## config.mk

```make
export PLATFORM = sky130hd
export DESIGN_NAME = proc_control
export DESIGN_NICKNAME = d
export VERILOG_FILES = /design/src/rtl/proc_control.sv
export SDC_FILE = /design/constraint.sdc
export NUM_CORES = 1
export LEC_CHECK = 0
export BUFFER_PORTS_ARGS = -buffer_cell sky130_fd_sc_hd__buf_2
export CORE_MARGIN = 5
export CORE_UTILIZATION = 38
export DETAILED_ROUTE_END_ITERATION = 8
export HOLD_SLACK_MARGIN = 0.08
export PLACE_DENSITY = 0.74
export SLEW_MARGIN = 10
export SYNTH_ARGS = -nofsm -noshare
export SYNTH_HDL_FRONTEND = slang
export SYNTH_SLANG_ARGS = --single-unit
```

## constraint.sdc

```tcl
create_clock -name clock -period 1.4 [get_ports clock]
set_input_delay 0 -clock clock [delete_from_list [all_inputs] [get_ports clock]]
set_output_delay 0 -clock clock [all_outputs]
set_load 0.02 [all_outputs]
```

## src/rtl/proc_control.sv

```systemverilog
// Instruction-sequencing control unit: latches an instruction in T0, then steps T1..T3 strobes.
// Optional mvnz (op 100) is enabled by defining PROC_CTRL_MVNZ_EN.
module proc_control #(
    parameter int DATA_WIDTH = 16,
    parameter int REG_SEL_W  = 3
) (
    input  logic                      clock,
    input  logic                      resetn,
    input  logic                      run,
    input  logic [DATA_WIDTH-1:0]     din,
    input  logic                      g_zero,
    output logic                      irin,
    output logic [2**REG_SEL_W-1:0]   rin,
    output logic [2**REG_SEL_W-1:0]   rout,
    output logic                      gout,
    output logic                      dinout,
    output logic                      ain,
    output logic                      gin,
    output logic                      sub,
    output logic                      done,
    output logic                      illegal
);
    localparam int NREG = 2**REG_SEL_W;
    localparam int IR_W = 3 + 2*REG_SEL_W;

    localparam logic [1:0] T0 = 2'd0;
    localparam logic [1:0] T1 = 2'd1;
    localparam logic [1:0] T2 = 2'd2;
    localparam logic [1:0] T3 = 2'd3;

    localparam logic [2:0] OP_MV   = 3'b000;
    localparam logic [2:0] OP_MVI  = 3'b001;
    localparam logic [2:0] OP_ADD  = 3'b010;
    localparam logic [2:0] OP_SUB  = 3'b011;
`ifdef PROC_CTRL_MVNZ_EN
    localparam logic [2:0] OP_MVNZ = 3'b100;
`endif

    logic [1:0]           state_q, state_d;
    logic [IR_W-1:0]      ir_q, ir_d;
    logic [2:0]           op;
    logic [REG_SEL_W-1:0] x, y;

    assign op = ir_q[IR_W-1 -: 3];
    assign x  = ir_q[2*REG_SEL_W-1 -: REG_SEL_W];
    assign y  = ir_q[REG_SEL_W-1:0];

    // Only the low IR_W bits of din form the instruction; data in T1 goes straight to the bus.
    generate
        if (DATA_WIDTH > IR_W) begin : g_din_unused
            logic unused_din;
            assign unused_din = ^din[DATA_WIDTH-1:IR_W];
        end
    endgenerate
`ifndef PROC_CTRL_MVNZ_EN
    logic unused_g_zero;
    assign unused_g_zero = g_zero;
`endif

    function automatic logic [NREG-1:0] sel1h(input logic [REG_SEL_W-1:0] s);
        sel1h    = '0;
        sel1h[s] = 1'b1;
    endfunction

    always_ff @(posedge clock or negedge resetn) begin
        if (!resetn) begin
            state_q <= T0;
            ir_q    <= '0;
        end else begin
            state_q <= state_d;
            ir_q    <= ir_d;
        end
    end

    always_comb begin
        state_d = state_q;
        ir_d    = ir_q;
        irin    = 1'b0;
        rin     = '0;
        rout    = '0;
        gout    = 1'b0;
        dinout  = 1'b0;
        ain     = 1'b0;
        gin     = 1'b0;
        sub     = 1'b0;
        done    = 1'b0;
        illegal = 1'b0;
        case (state_q)
            T0: begin
                irin = run;
                if (run) begin
                    ir_d    = din[IR_W-1:0];
                    state_d = T1;
                end
            end
            T1: begin
                case (op)
                    OP_MV: begin
                        rout    = sel1h(y);
                        rin     = sel1h(x);
                        done    = 1'b1;
                        state_d = T0;
                    end
                    OP_MVI: begin
                        dinout  = 1'b1;
                        rin     = sel1h(x);
                        done    = 1'b1;
                        state_d = T0;
                    end
                    OP_ADD, OP_SUB: begin
                        rout    = sel1h(x);
                        ain     = 1'b1;
                        state_d = T2;
                    end
`ifdef PROC_CTRL_MVNZ_EN
                    OP_MVNZ: begin
                        if (!g_zero) begin
                            rout = sel1h(y);
                            rin  = sel1h(x);
                        end
                        done    = 1'b1;
                        state_d = T0;
                    end
`endif
                    default: begin
                        illegal = 1'b1;
                        done    = 1'b1;
                        state_d = T0;
                    end
                endcase
            end
            T2: begin
                rout    = sel1h(y);
                gin     = 1'b1;
                sub     = (op == OP_SUB);
                state_d = T3;
            end
            // sub stays asserted through write-back so the ALU mode is stable; G is not reloaded.
            T3: begin
                gout    = 1'b1;
                rin     = sel1h(x);
                sub     = (op == OP_SUB);
                done    = 1'b1;
                state_d = T0;
            end
            default: state_d = T0;
        endcase
    end
endmodule
```

Word-level counts from Yosys, hierarchy flattened --
Index checks and enable logic that the tools add are counted.
Storage, ports and cells: input port bits 20, flip-flop bits (word level) 11, output and inout bits 24
Cells by class: magnitude comparators 4, mux-type cells 23, reductions and logical operators 9, eq/ne operators 7
Operator list (number):
- $pmux 8 s2 | 3
- $mux 1 | 13
- $lt 3x4->1 const B | 2
- $mux 8 | 1
- $pmux 2 s4 | 1
- $demux 1 s3 | 2
- $eq 3x2->1 const B | 2
- $ge 3x1->1 const B | 2
- $reduce_or 2->1 | 3
- $eq 2x2->1 const B | 2
- $mux 2 | 2
- $reduce_or 4->1 | 1
- $eq 3x1->1 const B | 1
- $logic_not 3->1 | 1
- $eq 2x1->1 const B | 1
- $logic_and 1x1->1 | 2
- $logic_not 2->1 | 1
- $ne 2x2->1 const B | 1
- $pmux 1 s2 | 1
- $reduce_and 2->1 | 1

Depth between registers and ports, before layout --
Gate-level depths: netlist of the first run.
depth after elaboration 6, gate-level depth with buffers 5, depth with buffers taken out 5

Worst setup path before layout of the first run --
OpenSTA, ideal clock, no wires.
kind reg-to-output, start reg with a tool-made name, end out rout[1], cell stages (with the launch flop) 6, data required time 1.400 ns, data arrival time 1.641 ns, path slack -0.241 ns, buffers on the path 0, cells stage by stage dfrtp_1 > inv_1 > ha_1 > nor4b_4 > nor2_2 > o32ai_1
RTL lines:
- end, declared | line 14 | output logic [2**REG_SEL_W-1:0] rout,

Worst setup path in the final report of the first run --
start reg state_q[0], end out rout[2]
Between the ends: longest elaborated chain between the ends 2, elaborated cells on any way between the ends 3
Ends and longest elaborated chain:
- start, declared | line 39 | logic [1:0] state_q, state_d;
- start signal, assigned | line 70 | state_q <= state_d;
- $eq 2x2->1 or $eq 2x1->1 (tied branches) | line 88 | case (state_q)
- $pmux 8 s2 * | line 88
Mark *: on every way between the ends. The rest lies on a longest branch, timed or not.

==> implementation parameters, run 1 <==
Parameter                              Value

Run status
  Run status ... finished, violations left
  Violations in the final reports ... setup timing

Floorplanning
  Core Region ... 0.001942 mm^2
  Die boundary width ... 54.71 um
  Chip Height ... 54.71 um
  Starting utilization of the core area ... 39.11%
  Boundary Pins ... 44
  Area enclosed by the die boundary ... 0.002993 mm^2
  Std cell rows ... 16

Final layout
  Layout Area Growth over Synthesis ... 114.2%
  Post-layout nets ... 174
  Antenna diode count ... 0
  Ratio of cells with drive above 1 in the final layout ... 68.24%
  Post-layout utilization of the core ... 83.76%

Power and ir drop
  Proportion of power drawn by flip-flops and latches ... 20.3%
  Standby leakage power ... 0.6906 nW
  Worst vdd ir ... 1.489 mV
  Net Switching ... 1.614 mW
  Comb power frac ... 74.1%
  Part of the total power dissipated in the clock network ... 5.6%
  Switching part of the total ... 45.46%
  Overall power after layout ... 3.549 mW
  Internal power ... 1.936 mW
  Power per cell area ... 2182 mW/mm^2

Clocking
  Clock buffer depth ... 2
  Clock tree from TritonCTS ... yes
  H-tree depth ... 1
  CTS Root Cell ... sky130_fd_sc_hd__clkbuf_4
  Sinks on Clock Net ... 11
  Number of buffers inserted during clock tree synthesis ... 3
  Clk pin slew, worst setup/hold paths ... 0.07 ns
  Clock latency on the worst-skew pair ... 0.25 ns

Drt
  Routed vias/inst ... 5.109
  Post-detailed-route count of antenna-violating nets ... 0
  Routed WL per cell ... 16.52 um
  Drt pass-1 iters ... 4
  Number of violations reported at the end of detailed-routing iteration 0 ... 12
  Total Wirelength ... 2891 um
  Drt drc ... 0
  Count of vias placed by the detailed router ... 894

Job
  Maximum capacitance violations ... 0

STA
  Setup Viol. Count Final ... 22
  Upper clock frequency limit ... 558.0 MHz
  Hold violation count in the final report ... 0
  Fin. max-slew vios ... 0
  Unrepaired setup endpoints after global routing ... yes
  Pin slew with the least headroom to its limit ... 0.3905 ns
  Worst setup slack after layout ... -0.3920 ns
  Largest clock skew in the final design ... 0.004003 ns
  Slew headroom ... 73.96%
  Post-route fraction of the period consumed by the critical path ... 128.0%
  Period minus WS final ... 1.792 ns

Global routing
  First-pass GRT wire length ... 4333 um
  Via count of the first global-routing pass ... 918
  Number of antenna violations at the first check in global routing ... 0
  Pin count of the biggest net entering global routing ... 12
  Total overflow reported by the global router ... 0
  Global-route total usage across every layer ... 19.80%

Worst setup path
  Dominant cell type by count on the critical path ... sky130_fd_sc_hd__buf_6
  Critical path startpoint category ... flip-flop
  Slowest cell on the critical path ... sky130_fd_sc_hd__dfrtp_1
  Class of the most critical setup path ... reg -> out
  Worst endpoint required time ... 1.40 ns
  Highest cell delay on the worst timing path ... 0.41 ns
  Setup crit end kind ... output pin
  Maximum fanout encountered on the critical timing path ... 3
  Critical path cell sequence ... inv_2 > ha_4 > or3b_4 > buf_6 > o22ai_4 > buf_6
  CP arrival ... 1.79 ns

Yosys
  Seq cells post-synth ... 11
  Most instantiated cells after synthesis ... sky130_fd_sc_hd__dfrtp_1 (11), sky130_fd_sc_hd__nor2_1 (10), sky130_fd_sc_hd__mux2_2 (9)
  Main area contributors after synthesis ... sky130_fd_sc_hd__dfrtp_1 (36%), sky130_fd_sc_hd__mux2_2 (13%), sky130_fd_sc_hd__ha_1 (8.2%)
  Number of synthesis warnings ... 0
  Number of synthesized flops with an enable pin ... 0
  Most frequently used flop master after synthesis ... sky130_fd_sc_hd__dfrtp_1
  FFs w/ async S/R, synth ... 100.0%
  Count of unique library cells instantiated by Yosys ... 26
  Net Count, Synth ... 101
  Average instance area after synthesis ... 9.993 um^2
  Gate count after technology mapping ... 76
  Sequential area share after synthesis ... 36.24%
  Area fraction of the dominant cell type after synthesis ... 36.24%
  Cell type contributing the most total cell area after synthesis ... sky130_fd_sc_hd__dfrtp_1
  Most instantiated library cell after synthesis ... sky130_fd_sc_hd__dfrtp_1
  Syn Std Cell Area ... 759.5 um^2

Min path
  Hold Path Class ... in -> async

Placement
  Port buffer count ... 35
  HPWL after DPL ... 1853 um
  Last weighted congestion value of the routability-driven placer ... 0.8325
## area by class of cell
type / instances / area (um^2)
clock buffers: 4 / 26.28
fillers: 111 / 315.3
inverters: 5 / 18.77
multi-input cells: 60 / 671.9
flip-flops and latches: 11 / 275.3
well taps: 27 / 33.78
repair buffers: 68 / 600.6
## cells in the final DEF (no fill, tap or decap), types with 2 or more instances in the layout
cell type                       synthesis  final
sky130_fd_sc_hd__buf_6                  0     22
sky130_fd_sc_hd__dlygate4sd3_1          0     11
sky130_fd_sc_hd__clkbuf_4               0      3
sky130_fd_sc_hd__nand3_1                2      2
sky130_fd_sc_hd__inv_2                  0      3
sky130_fd_sc_hd__nand2_1                2      2
sky130_fd_sc_hd__o21ai_4                0      2
sky130_fd_sc_hd__nand3b_1               2      2
sky130_fd_sc_hd__nor2_1                10      6
sky130_fd_sc_hd__mux2_2                 9      9
sky130_fd_sc_hd__nand2b_1               2      2
sky130_fd_sc_hd__o32ai_4                0      4
sky130_fd_sc_hd__inv_1                  5      2
sky130_fd_sc_hd__nor2_2                 1      4
sky130_fd_sc_hd__buf_2                  0     13
sky130_fd_sc_hd__and2_4                 0      3
sky130_fd_sc_hd__dfrtp_1               11     11
sky130_fd_sc_hd__buf_4                  0     21
sky130_fd_sc_hd__o22ai_2                0      3
sky130_fd_sc_hd__ha_4                   0      3
## repair_timing
item | CTS | global route
hold buffers | 11 | 0
cloned | 0 | 0
pin swaps | 12 | 13
resized for setup | 41 | 22
endpoints found under the hold margin | 20 | 0
setup endpoints to repair | 20 | 25
setup buffers | 6 | 4
## registers in the layout, indices dropped and copies added (netlist names), named ones only
| signal | count |
|---|---|
| ir_q | 9 |
| state_q | 1 |
## worst max-delay path: cells and delay by family (launching register included)
kind / cells / cell delay (ns)
adders and majority gates: 1 / 0.26
AOI/OAI and AO/OA: 1 / 0.12
DFF: 1 / 0.41
and+or+nand+nor: 1 / 0.40
buffers and inverters: 3 / 0.35
## kinds of logic (layout without fill, tap and decap cells)
logic type / Yosys count / after routing / share of synthesized area [%]
AND/OR/NAND/NOR: 31 / 31 / 25.54
flip-flops: 11 / 11 / 36.24
multiplexers: 9 / 9 / 13.34
AO/OA/AOI/OAI: 15 / 15 / 14.17
adder cells (fa/ha/maj): 5 / 5 / 8.237
buffers and inverters: 5 / 77 / 2.471
## through the flow
step | setup slack, ns | cells | hold WS [ns] | area, um^2 | setup TNS (ns)
after floorplan | -0.07974 | 76 | -0.2956 | 882.1 | -0.1291
after global placement | -0.1246 | 152 | -0.1248 | 1209 | -0.6335
after detailed placement | -0.1727 | 152 | -0.1250 | 1209 | -1.161
after CTS | -0.3564 | 172 | 0.1320 | 1534 | -4.702
after global routing | -0.4673 | 175 | 0.1496 | 1627 | -7.860
final | -0.3920 | 175 | 0.1285 | 1627 | -6.084
## metal layers
layer | vias up | wire, um | GRT usage [%]
li1 | 423 | - | -
met4 | 0 | 12 | 5.809
met5 | - | 0 | 0
met2 | 30 | 1581 | 34.06
met3 | 2 | 153 | 2.180
met1 | 439 | 1144 | 25.71
## power by group through the flow
| stage | clock, mW | combinational [mW] | sequential [mW] |
|---|---|---|---|
| 3_3_place_gp | 0 | 1.89 | 0.664 |
| 3_5_place_dp | 0 | 1.94 | 0.682 |
| 2_1_floorplan | 0 | 1.25 | 0.679 |
| 4_1_cts | 0.204 | 2.33 | 0.686 |
| 6_report | 0.199 | 2.63 | 0.721 |
| 5_1_grt | 0.218 | 2.80 | 0.740 |
## final timing paths
kind / slack (ns) / cells past startpoint / end / startpoint
max in group asynchronous: 1.08 / 2 / ir_q[1] / resetn
min reg2reg: 0.58 / 1 / ir_q[5] / ir_q[5]
max reg2reg: -0.06 / 6 / flip-flop / state_q[0]
max: -0.39 / 6 / rout[2] / state_q[0]
min in group clock: 0.51 / 3 / ir_q[8] / din[8]
min: 0.13 / 2 / ir_q[7] / resetn
Power figures use the tool's default switching activity.
==> inputs of run 2 (changes only) <==
--- a/config.mk
+++ b/config.mk
@@ -7,10 +7,10 @@
 export LEC_CHECK = 0
 export BUFFER_PORTS_ARGS = -buffer_cell sky130_fd_sc_hd__buf_2
 export CORE_MARGIN = 5
-export CORE_UTILIZATION = 38
+export CORE_UTILIZATION = 42
 export DETAILED_ROUTE_END_ITERATION = 8
 export HOLD_SLACK_MARGIN = 0.08
-export PLACE_DENSITY = 0.74
+export PLACE_DENSITY = 0.77
 export SLEW_MARGIN = 10
 export SYNTH_ARGS = -nofsm -noshare
 export SYNTH_HDL_FRONTEND = slang
==> constraint.sdc (replaced) <==
create_clock -name clock -period 1.9 [get_ports clock]
set_input_delay 0 -clock clock [delete_from_list [all_inputs] [get_ports clock]]
set_output_delay 0 -clock clock [all_outputs]
set_load 0.02 [all_outputs]
==> implementation parameters, run 2 (same netlist as run 1, synthesis figures left out) <==
Parameter                              Value

Run status
  Run status ... complete, no violations

STA
  Worst setup slack after layout ... 0.08377 ns
  Largest clock skew in the final design ... 0.001194 ns
  Period minus WS final ... 1.816 ns
  Hold violation count in the final report ... 0
  Setup Viol. Count Final ... 0
  Post-route fraction of the period consumed by the critical path ... 95.59%
  Slew headroom ... 75.87%
  Unrepaired setup endpoints after global routing ... yes
  Fin. max-slew vios ... 0
  Pin slew with the least headroom to its limit ... 0.3610 ns
  Upper clock frequency limit ... 550.6 MHz

Final layout
  Antenna diode count ... 0
  Ratio of cells with drive above 1 in the final layout ... 48.06%
  Post-layout nets ... 155
  Top library cells by usage in the layout, fill and taps aside ... sky130_fd_sc_hd__buf_2 (34), sky130_fd_sc_hd__dfrtp_1 (11), sky130_fd_sc_hd__dlygate4sd3_1 (11), sky130_fd_sc_hd__nor2_1 (10), sky130_fd_sc_hd__mux2_2 (9)
  Most frequent standard cell in the layout excluding fill and tap cells ... sky130_fd_sc_hd__buf_2
  Area of the multi-input gates ... 505.5 um^2
  Register bank with the most flops ... ir_q
  Flip-flop and latch area ... 275.3 um^2
  Non-filler instance count after layout ... 154
  Flip-flop count of the largest register, all copies and words added ... 9
  Count of fill cells added during filler insertion ... 144
  Layout Area Growth over Synthesis ... 53.71%
  Largest registers ... ir_q (9), state_q (1)

Floorplanning
  Core Region ... 0.001727 mm^2
  Die boundary width ... 52.53 um
  Boundary Pins ... 44
  Area enclosed by the die boundary ... 0.002759 mm^2
  Std cell rows ... 15
  Starting utilization of the core area ... 43.99%
  Chip Height ... 52.53 um

Worst setup path
  Maximum fanout encountered on the critical timing path ... 6
  Critical path cell sequence ... inv_2 > ha_4 > or3b_4 > o32ai_2 > buf_4
  Critical path startpoint category ... flip-flop
  Worst endpoint required time ... 1.90 ns
  Slowest cell on the critical path ... sky130_fd_sc_hd__dfrtp_1
  Highest cell delay on the worst timing path ... 0.39 ns
  Class of the most critical setup path ... reg -> out
  Number of buffers and inverters on the critical path ... 2
  Setup crit end kind ... output pin
  Critical path's top delay family ... flip-flops
  CP arrival ... 1.82 ns
  Register-to-register path setup slack ... 0.49 ns

Global routing
  First-pass GRT wire length ... 3360 um
  Number of antenna violations at the first check in global routing ... 0
  Via count of the first global-routing pass ... 742
  Global-route total usage across every layer ... 16.84%
  Total overflow reported by the global router ... 0
  Pin count of the biggest net entering global routing ... 12

Clocking
  Clock latency on the worst-skew pair ... 0.26 ns
  CTS Root Cell ... sky130_fd_sc_hd__clkbuf_4
  H-tree depth ... 1
  Sinks on Clock Net ... 11
  Clock tree from TritonCTS ... yes
  Clock buffer depth ... 2
  Number of buffers inserted during clock tree synthesis ... 3
  Clk pin slew, worst setup/hold paths ... 0.06 ns

Placement
  Worst Setup Slack post-DPL ... 0.2050 ns
  Dpl cells ... 136
  HPWL after DPL ... 1502 um
  Last weighted congestion value of the routability-driven placer ... 0.8829
  Port buffer count ... 35

Drt
  Routed vias/inst ... 5.188
  Drt pass-1 iters ... 4
  Number of violations reported at the end of detailed-routing iteration 0 ... 25
  Drt drc ... 0
  Total Wirelength ... 2130 um
  Routed WL per cell ... 13.83 um
  Post-detailed-route count of antenna-violating nets ... 0
  Count of vias placed by the detailed router ... 799

Power and ir drop
  Worst vdd ir ... 0.9508 mV
  Standby leakage power ... 0.5628 nW
  Power per cell area ... 1550 mW/mm^2

Job
  Maximum capacitance violations ... 0

Min path
  Hold Path Class ... in -> async
run 2: worst register-to-register path: cells and delay by family, from the launching register on:
kind,cells,cell delay [ns]
adder cells (fa/ha/maj),1,0.15
AND/OR/NAND/NOR,1,0.06
buffers and inverters,2,0.67
AO/OA/AOI/OAI,1,0.07
flip-flops,1,0.41
run 2: metal layers:
layer	track usage [%]	up-vias	part of all wire [%]
met1	20.21	376	38
met5	0	-	0
met2	27.69	34	53
met4	10.21	0	2.6
met3	2.849	5	6.3
li1	-	384	-
run 2: final timing paths:
path / cells after the start / from / end
max in group asynchronous: 2 / resetn / ir_q[4]
worst max-delay path: 5 / flip-flop / rout[0]
worst min-delay path: 2 / resetn / ir_q[6]
min in group clock: 3 / run / state_q[0]
worst min register to register: 1 / flip-flop / flip-flop
worst max register to register: 5 / flip-flop / ir_q[6]
run 2: layout make-up:
class,count,area share (%)
sequential,11,23.58
tap,25,2.680
multi-input combinational,60,43.30
inverter,5,1.608
timing repair buffer,49,26.58
clock buffer,4,2.251
run 2: stage by stage:
step           util [%]  cell area, um^2  hold WS (ns)   TNS (ns)  power (mW)
6_report          67.61             1167        0.1238          0       1.810
5_1_grt           67.61             1167        0.1403  -0.004410       1.951
4_1_cts           65.87             1137        0.1175          0       1.731
3_3_place_gp      55.94            965.9       -0.1282          0       1.425
3_5_place_dp      55.94            965.9       -0.1245          0       1.464
2_1_floorplan         -            759.5       -0.2956          0       1.201
run 2: repair_timing:
item / CTS / global route
endpoints found under the setup margin: 8 / 13
hold buffers: 11 / 0
resized for setup: 5 / 6
setup buffers: 1 / 2
hold endpoints to repair: 20 / 0
run 2: report_power, final:
group | total (mW) | leakage [nW] | switching [mW] | internal [mW]
sequential | 0.524 | 0.131 | 0.171 | 0.353
combinational | 1.13 | 0.417 | 0.604 | 0.528
clock | 0.154 | 0.0150 | 0.0727 | 0.0813
